--- src/rtl/ace_loader_pkg.sv ---
// Shared types and default constants for the ACE RLE snapshot loader.
package ace_loader_pkg;

    typedef enum logic [2:0] {
        IDLE,
        LIT,
        CNT,
        DAT,
        RUN,
        HOLD
    } loader_state_e;

    localparam logic [15:0] DEF_BASE_ADDR = 16'h2000;
    localparam logic [7:0]  DEF_ESC_BYTE  = 8'hED;
    localparam int unsigned DEF_TIMEOUT   = 3000000;

endpackage

--- src/rtl/ace_rle_loader.sv ---
// Streams an ioctl download into memory, expanding ESC/count/data runs,
// with write backpressure, end-marker hold and address overflow detection.
module ace_rle_loader
    import ace_loader_pkg::*;
#(
    parameter int                ADDR_W    = 16,
    parameter logic [ADDR_W-1:0] BASE_ADDR = ADDR_W'(DEF_BASE_ADDR),
    parameter logic [7:0]        ESC_BYTE  = DEF_ESC_BYTE,
    parameter int                RUN_W     = 8,
    parameter int unsigned       TIMEOUT   = DEF_TIMEOUT
) (
    input  logic              clk_sys,
    input  logic              reset,
    input  logic              ioctl_download,
    input  logic [7:0]        ioctl_index,
    input  logic              ioctl_wr,
    input  logic [7:0]        ioctl_dout,
    input  logic              raw_mode,
    output logic              ioctl_wait,
    output logic [ADDR_W-1:0] mem_addr,
    output logic [7:0]        mem_data,
    output logic              mem_wr,
    input  logic              mem_ready,
    output logic              loader_en,
    output logic              loader_reset,
    output logic              done,
    output logic              overflow
);

    loader_state_e     state_q;
    logic              dl_q;
    logic [ADDR_W-1:0] mem_addr_q;
    logic [7:0]        mem_data_q;
    logic              mem_wr_q;
    logic              wait_q;
    logic              loader_en_q;
    logic              loader_reset_q;
    logic              done_q;
    logic              overflow_q;
    logic              ending_q;
    logic [RUN_W-1:0]  count_q;
    logic [31:0]       timer_q;

    logic dl_rise;
    logic dl_fall;
    logic start;
    logic accept;
    logic slot_free;
    logic ovf_now;

    assign dl_rise   = ioctl_download & ~dl_q;
    assign dl_fall   = ~ioctl_download & dl_q;
    assign start     = dl_rise & (ioctl_index != 8'd0);
    assign accept    = mem_wr_q & mem_ready;
    // The write slot can take a new byte when empty or emptying this cycle.
    assign slot_free = ~mem_wr_q | mem_ready;
    assign ovf_now   = overflow_q | (accept & (&mem_addr_q));

    // NOTE: every register here is state, so all updates are non-blocking;
    // later assignments in the same cycle deliberately override earlier ones.
    always_ff @(posedge clk_sys) begin
        if (reset) begin
            state_q        <= IDLE;
            dl_q           <= 1'b0;
            mem_addr_q     <= BASE_ADDR;
            mem_data_q     <= 8'h00;
            mem_wr_q       <= 1'b0;
            wait_q         <= 1'b0;
            loader_en_q    <= 1'b0;
            loader_reset_q <= 1'b0;
            done_q         <= 1'b0;
            overflow_q     <= 1'b0;
            ending_q       <= 1'b0;
            count_q        <= '0;
            timer_q        <= 32'd0;
        end else begin
            dl_q           <= ioctl_download;
            loader_reset_q <= 1'b0;

            if (accept) begin
                mem_wr_q   <= 1'b0;
                mem_addr_q <= mem_addr_q + ADDR_W'(1);
                if (&mem_addr_q) begin
                    overflow_q <= 1'b1;
                end
            end

            if (start) begin
                state_q        <= LIT;
                loader_reset_q <= 1'b1;
                mem_addr_q     <= BASE_ADDR;
                mem_wr_q       <= 1'b0;
                wait_q         <= 1'b0;
                loader_en_q    <= 1'b0;
                done_q         <= 1'b0;
                overflow_q     <= 1'b0;
                ending_q       <= 1'b0;
                count_q        <= '0;
                timer_q        <= 32'd0;
            end else if ((dl_fall || ending_q) && (loader_en_q || state_q != IDLE)) begin
                // Let an in-flight write land before releasing the bus.
                ending_q <= 1'b1;
                if (slot_free) begin
                    state_q     <= IDLE;
                    wait_q      <= 1'b0;
                    loader_en_q <= 1'b0;
                    done_q      <= 1'b1;
                    ending_q    <= 1'b0;
                end
            end else begin
                if (ioctl_wr && state_q != IDLE) begin
                    loader_en_q <= 1'b1;
                end

                case (state_q)
                    IDLE: ;
                    LIT: begin
                        if (ioctl_wr && slot_free) begin
                            if (ioctl_dout != ESC_BYTE || raw_mode) begin
                                mem_wr_q   <= ~ovf_now;
                                mem_data_q <= ioctl_dout;
                                wait_q     <= ~ovf_now;
                            end else begin
                                state_q <= CNT;
                                wait_q  <= 1'b0;
                            end
                        end else if (slot_free) begin
                            wait_q <= 1'b0;
                        end
                    end
                    CNT: begin
                        if (ioctl_wr) begin
                            if (ioctl_dout != 8'h00) begin
                                count_q <= RUN_W'(ioctl_dout);
                                state_q <= DAT;
                            end else begin
                                timer_q <= 32'd0;
                                wait_q  <= 1'b1;
                                state_q <= HOLD;
                            end
                        end
                    end
                    DAT: begin
                        if (ioctl_wr) begin
                            mem_data_q <= ioctl_dout;
                            wait_q     <= 1'b1;
                            state_q    <= RUN;
                        end
                    end
                    RUN: begin
                        if (slot_free) begin
                            if (count_q != '0) begin
                                mem_wr_q <= ~ovf_now;
                                count_q  <= count_q - RUN_W'(1);
                            end else begin
                                wait_q  <= 1'b0;
                                state_q <= LIT;
                            end
                        end
                    end
                    HOLD: begin
                        if (timer_q + 32'd1 >= TIMEOUT) begin
                            wait_q  <= 1'b0;
                            done_q  <= 1'b1;
                            state_q <= IDLE;
                        end else begin
                            timer_q <= timer_q + 32'd1;
                        end
                    end
                    default: state_q <= IDLE;
                endcase
            end
        end
    end

    assign ioctl_wait   = wait_q;
    assign mem_addr     = mem_addr_q;
    assign mem_data     = mem_data_q;
    assign mem_wr       = mem_wr_q;
    assign loader_en    = loader_en_q;
    assign loader_reset = loader_reset_q;
    assign done         = done_q;
    assign overflow     = overflow_q;

endmodule
--- config.mk ---
export PLATFORM = sky130hd
export DESIGN_NAME = ace_rle_loader
export DESIGN_NICKNAME = d
export VERILOG_FILES = /design/src/rtl/ace_loader_pkg.sv /design/src/rtl/ace_rle_loader.sv
export SDC_FILE = /design/constraint.sdc
export NUM_CORES = 1
export LEC_CHECK = 0
export CAP_MARGIN = 20
export CORE_UTILIZATION = 54
export DETAILED_ROUTE_END_ITERATION = 7
export PLACE_DENSITY = 0.77
export RECOVER_POWER = 25
export SYNTH_ARGS = -nofsm -noshare
export SYNTH_HDL_FRONTEND = slang
export SYNTH_SLANG_ARGS = --single-unit
--- constraint.sdc ---
create_clock -name clk_sys -period 7.05 [get_ports clk_sys]
set_input_delay 2.115 -clock clk_sys [delete_from_list [all_inputs] [get_ports clk_sys]]
set_output_delay 2.115 -clock clk_sys [all_outputs]
set_load 0.05 [all_outputs]
==> results by group, run 1 <==
Synthesis
  – Share of the synthesized netlist area taken by xor and xnor gates: 0.0395
  – Cell accounting for the most synthesized area: sky130_fd_sc_hd__dfxtp_1
  – Main synth FF type: sky130_fd_sc_hd__dfxtp_1
  – Seq/Total Area, Yosys: 0.356
  – Number of flops mapped to enable cells by yosys: 0
  – Adder-cell share of the synthesized area: 0.0119
  – Synth Instances: 518
  – Largest family of logic cells by synthesized area: simple AND/OR/NAND/NOR gates
  – Post-synthesis cell type count: 61
  – Area share of the leading cell type in the synthesized netlist: 0.356
  – Count of state elements after synthesis: 75
  – Simple-Gate Fraction of Synth Area: 0.321
  – Avg Synthesized Cell Area: 8.14 um2
  – Synth area leaders: sky130_fd_sc_hd__dfxtp_1 36%, sky130_fd_sc_hd__nor2_1 5.4%, sky130_fd_sc_hd__nand2_1 4.1%, sky130_fd_sc_hd__o21ai_0 2.7%, sky130_fd_sc_hd__o31ai_2 2.7%
  – Post-synth net total: 544
  – Multiplexer share of the synthesized area: 0.0261
  – Compound-cell area share of the yosys netlist: 0.209
  – Synth async-reset ratio: 0
  – Post-synth design cell area: 0.00422 mm2
  – Synthesis Warnings: 0

Hold path
  – Worst hold stages: 2
  – Worst min-delay path endpoint: mem_data[2]
  – Launch instance of the worst min-delay path: mem_data[2]
  – Kind of path behind the tightest hold check: reg -> reg

Clock tree
  – Number of CTS-inserted buffers: 9
  – Post-CTS sizing: 0
  – Reg clk slew, reported paths: 0.08 ns
  – Clock tree from TritonCTS: yes
  – H-tree levels: 3
  – Latest clock arrival within the worst-skew pair: 0.35 ns
  – Clock sink total: 75
  – Cell at the root of the clock tree: sky130_fd_sc_hd__clkbuf_8
  – Number of buffers on the longest clock path: 2
  – Quantity of hold-fixing buffers added after cts: 0
  – Number of setup buffers added after CTS: 0

Outcome
  – Violations in the final reports: max-capacitance violations, max-slew violations
  – Status: complete, but fails checks

Power and ir drop
  – Internal cell power: 0.598 mW
  – Net Sw Power: 0.202 mW
  – Switching part of the total power: 0.252
  – Overall Power: 0.800 mW
  – Clock share of power: 0.378
  – Total leakage power: 1.71 nW
  – Share of power burned in combinational logic: 0.082
  – Relative contribution of sequential cells to total power: 0.540
  – Power per cell area: 162 mW/mm2
  – Worst-case vdd ir drop: 0.106 mV

Finish
  – Utilization of the core after routing: 0.665
  – Antenna diode instance count: 0
  – Layout cells sized above 1: 0.0731
  – Synthesis-to-finish area growth: 16.9%
  – Summed area of non-filler cells in the final layout: 0.00493 mm2
  – NumNets Final: 583

STA
  – Final Cycle Share: 0.716
  – Count of final max-slew check failures: 37
  – Finish-stage setup viols: 0
  – Total Negative Setup Slacks: 0 ns
  – Peak clock frequency supported by timing: 0.198 GHz
  – RSZ-0062 raised after global routing: no
  – Actual slew at the worst max-slew pin: 2.09 ns
  – Period minus WS final: 5.05 ns
  – WHS: 0.501 ns
  – Normalized max-slew margin: -0.394
  – Count of endpoints failing hold in the final timing report: 0
  – Clock Skews: 0.0184 ns

Worst setup path
  – Setup slack on the worst flop-to-flop path: 3.07 ns
  – Startpoint-to-endpoint class of the critical path: in -> reg
  – Depth of the worst register-to-register path: 10
  – Crit path capture type: flop
  – CP startpoint kind: input pin
  – Worst r2r dst: timer_q[2]
  – Worst-path fanout max: 36
  – CP required: 7.28 ns
  – Startpoint of the worst register-to-register path: timer_q[2]
  – Endpoint arrival time on the critical path: 5.28 ns

Global route
  – Total global-route track usage: 0.253
  – Initial antenna violation count: 0
  – Number of global-route vias before repair: 3666
  – Residual overflow from global routing: 0
  – First-pass GRT wire length: 17000 um
  – Largest net degree at the start of global routing: 37

Floorplan
  – Initial core utilization: 0.569
  – Cell row count: 31
  – IO Count: 52
  – Die width: 90.4 um
  – Core area: 0.00741 mm2
  – Die area: 0.00816 mm2
  – Die H: 90.4 um

Placement
  – Post-DP Area: 0.00475 mm2
  – # port buffers: 51
  – Placed wire-length estimate: 7320 um
  – Placer congestion estimate: 0.911

Drt
  – Total iterations of the first detailed-routing run: 5
  – Vias: 4094
  – DRC violations left: 0
  – Post-DRT Antenna Nets: 0
  – Mean routed wirelength per cell: 15.8 um
  – Number of vias per cell after detailed routing: 6.20
  – Final wirelength: 10400 um
  – Violation count after the first detailed-route iteration: 327

Run
  – Max-capacitance violation count: 1
==> cell families (layout without fill, tap and decap cells) <==
group,after synthesis,after routing
DFF,75,75
muxes,11,11
AOI/OAI and AO/OA,128,128
adders and majority gates,4,4
buffers and inverters,36,79
xor gates and xnor gates,19,19
and+or+nand+nor,245,245
==> placed cells by master (no fill, tap or decap), types with 12 or more instances in the layout <==
| cell | instances |
|---|---|
| sky130_fd_sc_hd__a21oi_1 | 21 |
| sky130_fd_sc_hd__clkdlybuf4s50_1 | 32 |
| sky130_fd_sc_hd__dfxtp_1 | 75 |
| sky130_fd_sc_hd__dlygate4sd3_1 | 19 |
| sky130_fd_sc_hd__nand2_1 | 46 |
| sky130_fd_sc_hd__nand3_1 | 22 |
| sky130_fd_sc_hd__nor2_1 | 61 |
| sky130_fd_sc_hd__nor3_1 | 15 |
| sky130_fd_sc_hd__nor4_1 | 12 |
| sky130_fd_sc_hd__o21ai_0 | 23 |
| sky130_fd_sc_hd__o21ai_1 | 17 |
| sky130_fd_sc_hd__o31ai_1 | 12 |
==> state kept, by name, indices dropped and copies added, names as in the netlist <==
name,count
timer_q,32
mem_addr,16
count_q,8
mem_data,8
state_q,3
dl_q,1
done,1
ending_q,1
ioctl_wait,1
loader_en,1
loader_reset,1
mem_wr,1
overflow,1
==> through the flow <==
stage                     instances  worst slack (ns)
after floorplan                 518              3.09
after global placement          644              2.28
after detailed placement        644              1.97
after CTS                       659              2.35
after global routing            660              1.67
final                           660              2.00
==> cell usage after synthesis, types with 4 or more instances <==
library cell                n
sky130_fd_sc_hd__a211oi_1   6
sky130_fd_sc_hd__a21oi_1   21
sky130_fd_sc_hd__a22oi_1    5
sky130_fd_sc_hd__a31oi_1    9
sky130_fd_sc_hd__and2_1    11
sky130_fd_sc_hd__and3_1     7
sky130_fd_sc_hd__and4_1     7
sky130_fd_sc_hd__buf_2      4
sky130_fd_sc_hd__clkbuf_1  19
sky130_fd_sc_hd__dfxtp_1   75
sky130_fd_sc_hd__ha_1       4
sky130_fd_sc_hd__inv_1     10
sky130_fd_sc_hd__mux2i_1   11
sky130_fd_sc_hd__nand2_1   46
sky130_fd_sc_hd__nand2b_1   5
sky130_fd_sc_hd__nand3_1   22
sky130_fd_sc_hd__nand4_1    8
sky130_fd_sc_hd__nand4b_1   4
sky130_fd_sc_hd__nor2_1    61
sky130_fd_sc_hd__nor2b_1    6
sky130_fd_sc_hd__nor3_1    15
sky130_fd_sc_hd__nor3b_1    4
sky130_fd_sc_hd__nor4_1    12
sky130_fd_sc_hd__o211ai_1   5
sky130_fd_sc_hd__o21ai_0   23
sky130_fd_sc_hd__o21ai_1   17
sky130_fd_sc_hd__o22ai_1    4
sky130_fd_sc_hd__o31ai_1   12
sky130_fd_sc_hd__o31ai_2    9
sky130_fd_sc_hd__or3_1     11
sky130_fd_sc_hd__or4_1      6
sky130_fd_sc_hd__xnor2_1    9
sky130_fd_sc_hd__xor2_1    10
==> layer usage <==
metal,track usage,vias to the layer above,part of all wire
li1,-,2004,-
met1,0.336,1932,0.46
met2,0.404,137,0.47
met3,0.0345,21,0.053
met4,0.121,0,0.020
met5,0,-,0
==> worst max path at each step <==
stage | startpoint | endpoint | slack (ns) | cells past startpoint
floorplan | ioctl_download | timer_q[10] | 3.09 | 7
global placement | ioctl_download | timer_q[9] | 2.28 | 8
detailed placement | ioctl_download | timer_q[10] | 1.97 | 8
CTS | ioctl_download | timer_q[10] | 2.35 | 8
global route | ioctl_index[1] | timer_q[2] | 1.67 | 8
finish | ioctl_index[1] | timer_q[2] | 2.00 | 8
==> critical path, stage by stage <==
cell,delay [ns]
sky130_fd_sc_hd__dlygate4sd3_1,0.52
sky130_fd_sc_hd__nor4_1,0.05
sky130_fd_sc_hd__a21oi_1,0.31
sky130_fd_sc_hd__or2_0,1.56
sky130_fd_sc_hd__nor3_2,0.11
sky130_fd_sc_hd__buf_4,0.29
sky130_fd_sc_hd__o21ai_1,0.21
sky130_fd_sc_hd__o31ai_2,0.09
==> area by class of cell <==
class	instances	area, um2
timing repair buffer	54	531
tap	99	124
clock buffer	11	151
inverter	10	37.5
clock inverter	4	26.3
sequential	75	1500
multi-input combinational	407	2560
fill	641	2480
==> power by group through the flow <==
stage	Clock [mW]	Sequential (mW)	Combinational, mW
final	0.302	0.432	0.0656
after floorplan	0	0.448	0.0319
after global routing	0.328	0.433	0.0710
after detailed placement	0	0.442	0.0661
after CTS	0.308	0.432	0.0664
after global placement	0	0.442	0.0654
(Power assumes the default switching activity.)
==> inputs of run 2 (changes only) <==
==> constraint.sdc (replaced) <==
create_clock -name clk_sys -period 5 [get_ports clk_sys]
set_input_delay 1.5 -clock clk_sys [delete_from_list [all_inputs] [get_ports clk_sys]]
set_output_delay 1.5 -clock clk_sys [all_outputs]
set_load 0.05 [all_outputs]
==> results by group, run 2 (synthesis gave the netlist of run 1 again) <==
Drt
  – Post-DRT Antenna Nets: 0 (unchanged)
  – DRC violations left: 0 (unchanged)
  – Violation count after the first detailed-route iteration: 415 (+27%)
  – Final wirelength: 10700 um (+2.4%)
  – Mean routed wirelength per cell: 16.1 um (+1.9%)
  – Vias: 4165 (+1.7%)
  – Number of vias per cell after detailed routing: 6.28 (+1.3%)
  – Total iterations of the first detailed-routing run: 5 (unchanged)

STA
  – Count of final max-slew check failures: 0 (-100%)
  – Clock Skews: 0.0123 ns (-0.00601 ns)
  – Finish-stage setup viols: 0 (unchanged)
  – Total Negative Setup Slacks: 0 ns (unchanged)
  – RSZ-0062 raised after global routing: no
  – Peak clock frequency supported by timing: 0.262 GHz
  – Count of endpoints failing hold in the final timing report: 0 (unchanged)
  – Fin worst setup slack: 1.19 ns (-0.814 ns)
  – Normalized max-slew margin: 0.506 (+0.900)
  – Final Cycle Share: 0.763
  – Actual slew at the worst max-slew pin: 0.741 ns (-1.35 ns)
  – Period minus WS final: 3.81 ns

Floorplan
  – IO Count: 52 (unchanged)
  – Cell row count: 31 (unchanged)
  – Die width: 90.4 um (unchanged)
  – Core area: 0.00741 mm2 (unchanged)
  – Initial core utilization: 0.569 (unchanged)
  – Die H: 90.4 um (unchanged)
  – Die area: 0.00816 mm2 (unchanged)

Clock tree
  – Clock tree from TritonCTS: yes
  – Post-CTS sizing: 0 (unchanged)
  – Number of setup buffers added after CTS: 0 (unchanged)
  – Clock sink total: 75 (unchanged)
  – Cell at the root of the clock tree: sky130_fd_sc_hd__clkbuf_8
  – Quantity of hold-fixing buffers added after cts: 0 (unchanged)
  – Reg clk slew, reported paths: 0.08 ns (about the same)
  – Number of buffers on the longest clock path: 2 (unchanged)
  – Number of CTS-inserted buffers: 9 (unchanged)
  – Latest clock arrival within the worst-skew pair: 0.35 ns (about the same)
  – H-tree levels: 3 (unchanged)

Power and ir drop
  – Power per cell area: 266 mW/mm2 (+64%)
  – Total leakage power: 1.76 nW (+2.9%)
  – Overall Power: 1.34 mW (+68%)
  – Worst-case vdd ir drop: 0.146 mV (+38%)

Worst setup path
  – CP startpoint kind: flop
  – Worst-path fanout max: 22 (-39%)
  – CP required: 5.24 ns (-2.04 ns)
  – Startpoint-to-endpoint class of the critical path: reg -> reg
  – Crit path capture type: flop
  – Endpoint arrival time on the critical path: 4.05 ns (-1.23 ns)

Placement
  – Post-DP Area: 0.00477 mm2 (+0.47%)
  – Placer congestion estimate: 0.899 (-1.3%)
  – Placed wire-length estimate: 7500 um (+2.4%)
  – Worst slack, placed: 1.09 ns (-0.881 ns)
  – # port buffers: 51 (unchanged)

Global route
  – Number of global-route vias before repair: 3790 (+3.4%)
  – Largest net degree at the start of global routing: 37 (unchanged)
  – First-pass GRT wire length: 17600 um (+3.7%)
  – Initial antenna violation count: 0 (unchanged)
  – Total global-route track usage: 0.260 (+0.00753)
  – Residual overflow from global routing: 0 (unchanged)

Finish
  – Layout cells sized above 1: 0.0780 (+0.00493)
  – Antenna diode instance count: 0 (unchanged)
  – NumNets Final: 585 (+0.34%)
  – Summed area of non-filler cells in the final layout: 0.00504 mm2 (+2.3%)
  – Synthesis-to-finish area growth: 19.7%
  – Largest register by flop count: timer_q
  – Most common library cell in the layout ignoring fill and taps: sky130_fd_sc_hd__dfxtp_1
  – Number of flip-flops under the largest register name: 32 (unchanged)
  – Utilization of the core after routing: 0.681 (+0.0155)
  – Most frequent cells in the layout: 75 x sky130_fd_sc_hd__dfxtp_1, 61 x sky130_fd_sc_hd__nor2_1, 46 x sky130_fd_sc_hd__nand2_1, 34 x sky130_fd_sc_hd__clkdlybuf4s50_1, 23 x sky130_fd_sc_hd__o21ai_0

Outcome
  – Status: finished, final reports clean

Hold path
  – Kind of path behind the tightest hold check: reg -> reg

Run
  – Max-capacitance violation count: 0 (-1)
run 2: power by group:
part           leakage [nW]  switching, mW  internal (mW)
combinational          1.02         0.0564         0.0371
clock                 0.137          0.228          0.410
sequential            0.605        0.00661          0.603
run 2: metal layers:
layer  share of wire  track usage
met2            0.47        0.427
met4           0.018        0.118
met5               0            0
met3           0.056       0.0354
met1            0.46        0.339
run 2: final cells by class:
cell class | count | area (um2)
Sequential cell | 75 | 1500
Inverter | 10 | 37.5
Clock inverter | 4 | 120
Fill cell | 619 | 2360
Clock buffer | 12 | 155
Tap cell | 99 | 124
Multi-Input combinational cell | 407 | 2560
Timing Repair Buffer | 56 | 548
run 2: path summary, 6_finish.rpt:
kind               start           to  slack (ns)  cells after the start
max           timer_q[8]   timer_q[3]        1.19                     10
min          mem_data[6]  mem_data[6]        0.49                      2
min reg2reg  mem_data[6]  mem_data[6]        0.49                      2
max reg2reg   timer_q[8]   timer_q[3]        1.19                     10
run 2: worst max-delay path, cell delays in order (launching register included):
cell and delay, ns:
sky130_fd_sc_hd__dfxtp_1 0.60, sky130_fd_sc_hd__nand3_2 0.25, sky130_fd_sc_hd__nor4_2 0.62, sky130_fd_sc_hd__nor4b_1 0.43
sky130_fd_sc_hd__mux2i_1 0.15, sky130_fd_sc_hd__or4_4 0.54, sky130_fd_sc_hd__nor4_4 0.48, sky130_fd_sc_hd__nor3_2 0.08
sky130_fd_sc_hd__buf_4 0.24, sky130_fd_sc_hd__o21ai_1 0.21, sky130_fd_sc_hd__o31ai_2 0.09
run 2: metrics by stage:
stage,hold slack [ns],cells
final,0.490,663
after global routing,0.519,663
after CTS,0.498,663
after detailed placement,0.485,647
after global placement,0.478,647
after floorplan,0.443,518
==> inputs of run 3 (changes only) <==
==> constraint.sdc (replaced) <==
create_clock -name clk_sys -period 3.85 [get_ports clk_sys]
set_input_delay 1.155 -clock clk_sys [delete_from_list [all_inputs] [get_ports clk_sys]]
set_output_delay 1.155 -clock clk_sys [all_outputs]
set_load 0.05 [all_outputs]
==> results by group, run 3 (synthesis gave the netlist of run 1 again) <==
Power and ir drop
  – Net Sw Power: 0.389 mW (+33%)
  – Worst-case vdd ir drop: 0.186 mV (+27%)
  – Clock share of power: 0.400 (-0.076)
  – Share of power burned in combinational logic: 0.081 (+0.011)
  – Overall Power: 1.53 mW (+14%)
  – Power per cell area: 299 mW/mm2 (+12%)
  – Switching part of the total power: 0.255 (+0.0376)
  – Internal cell power: 1.14 mW (+8.3%)
  – Relative contribution of sequential cells to total power: 0.519 (+0.065)
  – Total leakage power: 1.78 nW (+1.2%)

STA
  – RSZ-0062 raised after global routing: no
  – Total Negative Setup Slacks: 0 ns (unchanged)
  – Count of endpoints failing hold in the final timing report: 0 (unchanged)
  – Normalized max-slew margin: 0.482 (-0.0239)
  – Finish-stage setup viols: 0 (unchanged)
  – Clock Skews: 0.00717 ns (-0.00518 ns)
  – Actual slew at the worst max-slew pin: 0.777 ns (+0.0359 ns)
  – Final Cycle Share: 0.931 (+0.169)
  – Count of final max-slew check failures: 0 (unchanged)
  – Period minus WS final: 3.59 ns (-0.228 ns)
  – Peak clock frequency supported by timing: 0.279 GHz (+6.4%)

Worst setup path
  – Worst-path fanout max: 12 (-45%)
  – Endpoint arrival time on the critical path: 3.85 ns (-0.20 ns)
  – Startpoint of the worst register-to-register path: timer_q[11]
  – Worst r2r dst: timer_q[13]
  – CP required: 4.12 ns (-1.12 ns)
  – Depth of the worst register-to-register path: 10 (unchanged)
  – Setup slack on the worst flop-to-flop path: 0.26 ns (-0.92 ns)
  – Startpoint-to-endpoint class of the critical path: reg -> reg
  – Crit path capture type: flop
  – CP startpoint kind: flop

Drt
  – Violation count after the first detailed-route iteration: 365 (-12%)
  – Post-DRT Antenna Nets: 0 (unchanged)
  – Number of vias per cell after detailed routing: 6.21 (-1.2%)
  – Total iterations of the first detailed-routing run: 5 (unchanged)
  – Mean routed wirelength per cell: 16.3 um (+1.3%)
  – Final wirelength: 11100 um (+4.4%)
  – DRC violations left: 0 (unchanged)
  – Vias: 4240 (+1.8%)

Outcome
  – Status: finished, final reports clean

Placement
  – Placer congestion estimate: 0.991 (+10%)
  – Placed wire-length estimate: 8050 um (+7.4%)
  – # port buffers: 51 (unchanged)

Clock tree
  – Quantity of hold-fixing buffers added after cts: 0 (unchanged)
  – Number of setup buffers added after CTS: 0 (unchanged)
  – Number of buffers on the longest clock path: 2 (unchanged)
  – H-tree levels: 3 (unchanged)
  – Number of CTS-inserted buffers: 9 (unchanged)
  – Clock sink total: 75 (unchanged)
  – Clock tree from TritonCTS: yes
  – Post-CTS sizing: 0 (unchanged)
  – Latest clock arrival within the worst-skew pair: 0.35 ns (about the same)
  – Cell at the root of the clock tree: sky130_fd_sc_hd__clkbuf_8
  – Reg clk slew, reported paths: 0.08 ns (about the same)

Finish
  – Number of flip-flops under the largest register name: 32 (unchanged)
  – Antenna diode instance count: 0 (unchanged)
  – Layout cells sized above 1: 0.104 (+0.0264)
  – Synthesis-to-finish area growth: 21.1%
  – Largest register by flop count: timer_q
  – Most frequent cells in the layout: 75 x sky130_fd_sc_hd__dfxtp_1, 61 x sky130_fd_sc_hd__nor2_1, 46 x sky130_fd_sc_hd__nand2_1, 42 x sky130_fd_sc_hd__clkdlybuf4s50_1, 23 x sky130_fd_sc_hd__o21ai_0
  – Filler Cell Count: 645 (+4.2%)
  – Most common library cell in the layout ignoring fill and taps: sky130_fd_sc_hd__dfxtp_1
  – NumNets Final: 605 (+3.4%)

Floorplan
  – Core area: 0.00741 mm2 (unchanged)
  – Die area: 0.00816 mm2 (unchanged)
  – Initial core utilization: 0.569 (unchanged)
  – Die width: 90.4 um (unchanged)
  – Cell row count: 31 (unchanged)
  – IO Count: 52 (unchanged)
  – Die H: 90.4 um (unchanged)

Hold path
  – Worst min-delay path endpoint: timer_q[24]
  – Kind of path behind the tightest hold check: reg -> reg
  – Launch instance of the worst min-delay path: timer_q[24]
  – Worst hold stages: 2 (unchanged)

Global route
  – Global Route met2 Usage: 0.456 (+0.0293)
  – Routing layer with the top usage in global route: met2
  – Number of global-route vias before repair: 4012 (+5.9%)
  – Initial antenna violation count: 0 (unchanged)
  – Residual overflow from global routing: 0 (unchanged)
  – Global routing met1 resource utilization: 0.350 (+0.0110)
  – Largest net degree at the start of global routing: 36 (-2.7%)
  – Total global-route track usage: 0.279 (+0.0187)
  – Routing usage on met3: 0.0699 (+0.0345)
  – First-pass GRT wire length: 18700 um (+6.4%)

Run
  – Max-capacitance violation count: 0 (unchanged)
## run 3: worst max-delay path by stage
stage                startpoint  slack [ns]           to
CTS                 timer_q[11]        0.28  timer_q[13]
detailed placement  timer_q[11]        0.30  timer_q[13]
floorplan           timer_q[15]        0.66  timer_q[19]
global route         timer_q[1]        0.05  timer_q[13]
global placement    timer_q[11]        0.36  timer_q[15]
finish              timer_q[11]        0.26  timer_q[13]
## run 3: metrics by stage
stage | setup WS, ns | std cells | utilization | hold slack [ns] | area [um2]
after floorplan | 0.659 | 518 | - | 0.443 | 4220
after global placement | 0.364 | 667 | 0.664 | 0.475 | 4920
after detailed placement | 0.305 | 667 | 0.664 | 0.479 | 4920
after CTS | 0.284 | 683 | 0.690 | 0.491 | 5110
after global routing | 0.0494 | 683 | 0.689 | 0.519 | 5100
final | 0.265 | 683 | 0.689 | 0.488 | 5100
## run 3: layout make-up
type                       count  area [um2]  share of cell area
tap                           99         124              0.0243
timing repair buffer          76         688               0.135
clock inverter                 5        62.6              0.0123
sequential                    75        1500               0.294
multi-input combinational    407        2560               0.501
clock buffer                  11         131              0.0257
inverter                      10        37.5             0.00735
## run 3: worst max-delay path, stage by stage, from the launching register on
cell and delay [ns]:
sky130_fd_sc_hd__dfxtp_1 0.47, sky130_fd_sc_hd__nand3_2 0.19, sky130_fd_sc_hd__or4_4 0.55, sky130_fd_sc_hd__or4_1 0.51, sky130_fd_sc_hd__o2bb2ai_1 0.19, sky130_fd_sc_hd__a2111oi_4 0.44, sky130_fd_sc_hd__nor4_4 0.10, sky130_fd_sc_hd__nor3_2 0.60
sky130_fd_sc_hd__buf_4 0.29, sky130_fd_sc_hd__o21ai_1 0.09, sky130_fd_sc_hd__o31ai_1 0.07
## run 3: routing by layer
metal | share of wire | routed length [um]
met2 | 0.49 | 5400
met4 | 0.020 | 217
met1 | 0.44 | 4850
met5 | 0 | 0
met3 | 0.059 | 656
## run 3: power by group through the flow
stage	Clock (mW)	Combinational, mW	Sequential, mW
finish	0.610	0.124	0.791
global route	0.656	0.135	0.793
CTS	0.623	0.127	0.791
detailed placement	0	0.126	0.809
global placement	0	0.125	0.809
floorplan	0	0.0583	0.820
